--- config.mk ---
export PLATFORM = sky130hd
export DESIGN_NAME = regfile_port_arbiter
export DESIGN_NICKNAME = d
export VERILOG_FILES = /design/src/rtl/regfile_port_arbiter.sv
export SDC_FILE = /design/constraint.sdc
export NUM_CORES = 1
export LEC_CHECK = 0
export CORE_UTILIZATION = 41
export CTS_BUF_LIST = sky130_fd_sc_hd__clkbuf_2
export DETAILED_ROUTE_END_ITERATION = 8
export GPL_TIMING_DRIVEN = 1
export PLACE_DENSITY = 0.82
export SETUP_SLACK_MARGIN = 0.05
export SLEW_MARGIN = 40
export SYNTH_ARGS = -nofsm -noshare
export SYNTH_HDL_FRONTEND = slang
export SYNTH_SLANG_ARGS = --single-unit
--- constraint.sdc ---
create_clock -name clk -period 2.2 [get_ports clk]
set_input_delay 0.33 -clock clk [delete_from_list [all_inputs] [get_ports clk]]
set_output_delay 0.33 -clock clk [all_outputs]
set_load 0.05 [all_outputs]
--- src/rtl/regfile_port_arbiter.sv ---
// Shares the register file ports between the pipeline and a debug port.
// Debug writes use the write port when the pipeline leaves it idle; debug reads freeze the pipeline for one cycle.
module regfile_port_arbiter #(
    parameter int ADDRESS_WIDTH = 5,
    parameter int DATA_WIDTH    = 32,
    parameter int STARVE_LIMIT  = 8
) (
    input  logic                     clk,
    input  logic                     rst_n,
    input  logic [ADDRESS_WIDTH-1:0] pl_ra1,
    input  logic                     pl_we,
    input  logic [ADDRESS_WIDTH-1:0] pl_waddr,
    input  logic [DATA_WIDTH-1:0]    pl_wdata,
    input  logic                     dbg_req,
    input  logic                     dbg_wr,
    input  logic [ADDRESS_WIDTH-1:0] dbg_addr,
    input  logic [DATA_WIDTH-1:0]    dbg_wdata,
    output logic                     dbg_ack,
    output logic [DATA_WIDTH-1:0]    dbg_rdata,
    output logic                     stall_req,
    output logic [ADDRESS_WIDTH-1:0] rf_a1,
    input  logic [DATA_WIDTH-1:0]    rf_rd1,
    output logic [ADDRESS_WIDTH-1:0] rf_a3,
    output logic [DATA_WIDTH-1:0]    rf_wd3,
    output logic                     rf_we3
);

    localparam int CNT_W = $clog2(STARVE_LIMIT + 1);
    localparam logic [CNT_W-1:0] CNT_SAT  = CNT_W'(STARVE_LIMIT);
    localparam logic [CNT_W-1:0] CNT_LAST = CNT_W'(STARVE_LIMIT - 1);

    typedef enum logic [1:0] {IDLE, PEND, STALL, ACK} state_t;

    state_t                   state_q, state_d;
    logic [CNT_W-1:0]         cnt_q, cnt_d;
    logic                     hold_wr_q, hold_wr_d;
    logic [ADDRESS_WIDTH-1:0] hold_addr_q, hold_addr_d;
    logic [DATA_WIDTH-1:0]    hold_data_q, hold_data_d;
    logic [DATA_WIDTH-1:0]    rdata_q, rdata_d;

    always_ff @(posedge clk or negedge rst_n) begin
        if (!rst_n) begin
            state_q     <= IDLE;
            cnt_q       <= '0;
            hold_wr_q   <= 1'b0;
            hold_addr_q <= '0;
            hold_data_q <= '0;
            rdata_q     <= '0;
        end else begin
            state_q     <= state_d;
            cnt_q       <= cnt_d;
            hold_wr_q   <= hold_wr_d;
            hold_addr_q <= hold_addr_d;
            hold_data_q <= hold_data_d;
            rdata_q     <= rdata_d;
        end
    end

    always_comb begin
        state_d     = state_q;
        cnt_d       = cnt_q;
        hold_wr_d   = hold_wr_q;
        hold_addr_d = hold_addr_q;
        hold_data_d = hold_data_q;
        rdata_d     = rdata_q;
        rf_a1       = pl_ra1;
        rf_a3       = pl_waddr;
        rf_wd3      = pl_wdata;
        rf_we3      = pl_we;
        stall_req   = 1'b0;
        dbg_ack     = 1'b0;

        case (state_q)
            IDLE: begin
                if (dbg_req) begin
                    hold_wr_d   = dbg_wr;
                    hold_addr_d = dbg_addr;
                    hold_data_d = dbg_wdata;
                    cnt_d       = '0;
                    state_d     = PEND;
                end
            end
            PEND: begin
                if (!hold_wr_q) begin
                    // Read port 1 is only ours while the pipeline is frozen.
                    state_d = STALL;
                end else if (!pl_we) begin
                    rf_a3   = hold_addr_q;
                    rf_wd3  = hold_data_q;
                    rf_we3  = (hold_addr_q != '0);
                    state_d = ACK;
                end else begin
                    if (cnt_q != CNT_SAT) cnt_d = cnt_q + 1'b1;
                    if (cnt_q == CNT_LAST) state_d = STALL;
                end
            end
            STALL: begin
                stall_req = 1'b1;
                rf_a1     = hold_addr_q;
                if (!pl_we) begin
                    if (hold_wr_q) begin
                        rf_a3  = hold_addr_q;
                        rf_wd3 = hold_data_q;
                        rf_we3 = (hold_addr_q != '0);
                    end else begin
                        rdata_d = (hold_addr_q == '0) ? '0 : rf_rd1;
                    end
                    state_d = ACK;
                end
            end
            ACK: begin
                dbg_ack = 1'b1;
                state_d = IDLE;
            end
            default: state_d = IDLE;
        endcase
    end

    assign dbg_rdata = rdata_q;

endmodule

==> qor.csv <==
metric,value,unit
share of cells above drive strength 1,0.357,
clk_skew,0.0273,ns
critical path cell sequence,inv_4 -> ha_4 -> and3_4 -> clkbuf_16 -> nand2_2 -> a21oi_2 -> buf_12,
FP Rows,34,
worst slew pin tran,0.534,ns
"Hold Vio Cnt, Final",0,
Avg Vias per Cell,5.42,
NetSw,6.85,mW
Peak Freq,388,MHz
"Arr. time, crit path",2.25,ns
Yosys top cell by area,dfrtp_1,
final wirelength,14.6,mm
die area,9610,µm²
failing checks,"DRC, setup timing",
DRT iter0 DRCs,128,
Synth Instances,407,
Yosys warnings,0,
Yosys top cell area share,0.503,
unrepaired setup endpoints after global routing,true,
pre-CTS worst setup slack,0.0169,ns
Pint,7.21,mW
Chip Width,98.0,µm
number of max-cap violations,0,
crit path max-delay cell type,dfrtp_2,
number of CTS-inserted buffers,9,
Startpoint Class,flop,
Max Fanout on Critical Path,9,
Slew HR,0.643,
Avg Inst Size Synth,9.29,µm²
Vias,3989,
drt pass-1 iters,7,
min cycle time layout,2.58,ns
Avg WL per Cell,19.9,µm
mapped cell area,3780,µm²
Clock Sink Count,76,
sequential share of power,0.178,
H-tree lvl count,3,
global-route usage over all layers,0.300,
Hold WC Path Type,input port to async pin,
Synth area leaders,"dfrtp_1, nand2_1, mux2_2",
CP Capture Type,output pin,
clock network power share,0.074,
Clock Latency Late Sink,0.54,ns
post-synthesis sequential area ratio,0.503,
R2R setup slack,0.25,ns
Crit path max-delay family,flip-flops,
WP data required,1.87,ns
Clock transition at path regs,0.23,ns
Placer Congestion,0.863,
vias in the first global route,4200,
Syn Nets,530,
die span in y,98.0,µm
IO Port Bufs,192,
core footprint,8810,µm²
Crit path largest cell delay,0.44,ns
number of synthesized register bits,76,
Initial Utilization,0.429,
DP Wirelength,8.87,mm
initial antenna violation count,1,
CTS Buffer Depth,2,
Area Overhead vs Synth,93.3,%
Final WS setup,-0.376,ns
post-layout net count,745,
cell area power density,1920,nW/µm²
Detail Route Antenna Nets,0,
period utilization,1.17,
Crit path buffers/inverters,3,
# DRC,19,
outcome,finished with violations,
max-slew violations,0,
Pleak,3.36,nW
CTS tree,done,
I/O pin count,193,
CTS Root Cell,clkbuf_2,
largest net degree at the start of global routing,46,
post-synthesis cell type count,35,
share of power burned in combinational logic,0.748,
total congestion overflow,0,
final worst hold slack,0.249,ns
maximum VDD drop,0.000881,V
# setup viols final,44,
Sw Ratio,0.487,
first-pass GRT wire length,22.0,mm
critical path class,flop to output pin,
## flip-flops by register name, summed over array words and instances (netlist names)
name	cells
dbg_rdata	32
hold_data_q	32
hold_addr_q	5
cnt_q	4
state_q	2
hold_wr_q	1
## cell usage after synthesis
library cell / number
nand2_1: 143
dfrtp_1: 76
mux2_2: 44
a21oi_1: 38
o21ai_1: 31
buf_2: 17
ha_1: 7
clkbuf_1: 6
inv_1: 6
nor2_1: 4
and3_2: 3
buf_4: 3
a211o_1: 2
a221o_1: 2
buf_6: 2
nand3_1: 2
nor3_1: 2
o21ai_0: 2
a211o_2: 1
a21o_1: 1
a311oi_1: 1
and2_1: 1
and2b_1: 1
and3_1: 1
and3_4: 1
clkbuf_2: 1
nand3b_1: 1
nand4_1: 1
nor2_2: 1
nor3b_1: 1
o211ai_1: 1
o21ai_2: 1
o41ai_1: 1
or3_1: 1
or4_4: 1
## final cells by class
| type | instances | area, µm² |
|---|---|---|
| repair buffers | 233 | 2860 |
| multi-input cells | 296 | 2220 |
| flip-flops and latches | 76 | 1900 |
| fillers | 473 | 1500 |
| well taps | 108 | 135 |
| clock inverters | 7 | 124 |
| clock buffers | 9 | 45.0 |
| inverters | 6 | 25.0 |
| diodes | 1 | 2.50 |
## routing by layer
layer,up-vias,wire (µm),track usage
met1,1921,5240,0.346
met2,220,7280,0.508
met4,0,688,0.170
met3,52,1420,0.0773
met5,-,0,0
li1,1796,-,-
## per-stage QoR
| step | cells | instance area [µm²] | total power, mW | setup TNS (ns) | utilization |
|---|---|---|---|---|---|
| 2_1_floorplan | 407 | 4170 | 8.13 | 0 | - |
| 3_3_place_gp | 696 | 6560 | 11.5 | 0 | 0.745 |
| 3_5_place_dp | 696 | 6560 | 11.7 | 0 | 0.745 |
| 4_1_cts | 734 | 7180 | 13.8 | -11.59 | 0.816 |
| 5_1_grt | 736 | 7310 | 14.6 | -17.20 | 0.830 |
| 6_report | 736 | 7310 | 14.1 | -13.37 | 0.830 |
## final timing paths
check / cells after the start / to / start
max: 7 / rf_wd3[6] / state_q[1]
min: 2 / dbg_rdata[27] / rst_n
max reg2reg: 8 / state_q[0] / state_q[1]
min reg2reg: 2 / dbg_rdata[11] / dbg_rdata[11]
max in group asynchronous: 3 / state_q[1] / rst_n
min in group clk: 3 / dbg_rdata[24] / rf_rd1[24]
## power by group through the flow
stage / clock network, mW / registers, mW / logic, mW
3_3_place_gp: 0 / 2.44 / 9.09
6_report: 1.04 / 2.50 / 10.5
3_5_place_dp: 0 / 2.49 / 9.25
4_1_cts: 1.04 / 2.45 / 10.4
5_1_grt: 1.12 / 2.57 / 10.9
2_1_floorplan: 0 / 3.28 / 4.85
## cell usage in the layout (no fill, tap or decap), types with 3 or more instances in the layout
| cell type | n |
|---|---|
| and3_2 | 3 |
| clkdlybuf4s50_1 | 122 |
| dfrtp_1 | 75 |
| o21ai_1 | 31 |
| buf_6 | 13 |
| nor2_1 | 4 |
| ha_1 | 4 |
| buf_8 | 4 |
| inv_1 | 4 |
| nand2_2 | 23 |
| buf_12 | 38 |
| bufinv_16 | 3 |
| a21oi_2 | 4 |
| nand2_1 | 120 |
| buf_4 | 24 |
| mux2_2 | 43 |
| ha_4 | 3 |
| buf_16 | 3 |
| dlymetal6s2s_1 | 24 |
| clkbuf_2 | 9 |
| a21oi_4 | 34 |
## what timing repair did
item                                    CTS  global route
gates resized for setup                  52            37
endpoints found under the hold margin    31             0
cloned                                    4             2
endpoints found under the setup margin   44            68
setup buffers                            19             0
pin swaps                                 6             1
hold buffers                              1             0
## logic make-up after synthesis
logic type,Yosys count,synth area share
muxes,44,0.131
buffers and inverters,35,0.0477
and+or+nand+nor,164,0.177
DFF,76,0.503
adders and majority gates,7,0.0232
AOI/OAI and AO/OA,81,0.118
Power figures use the tool's default switching activity.
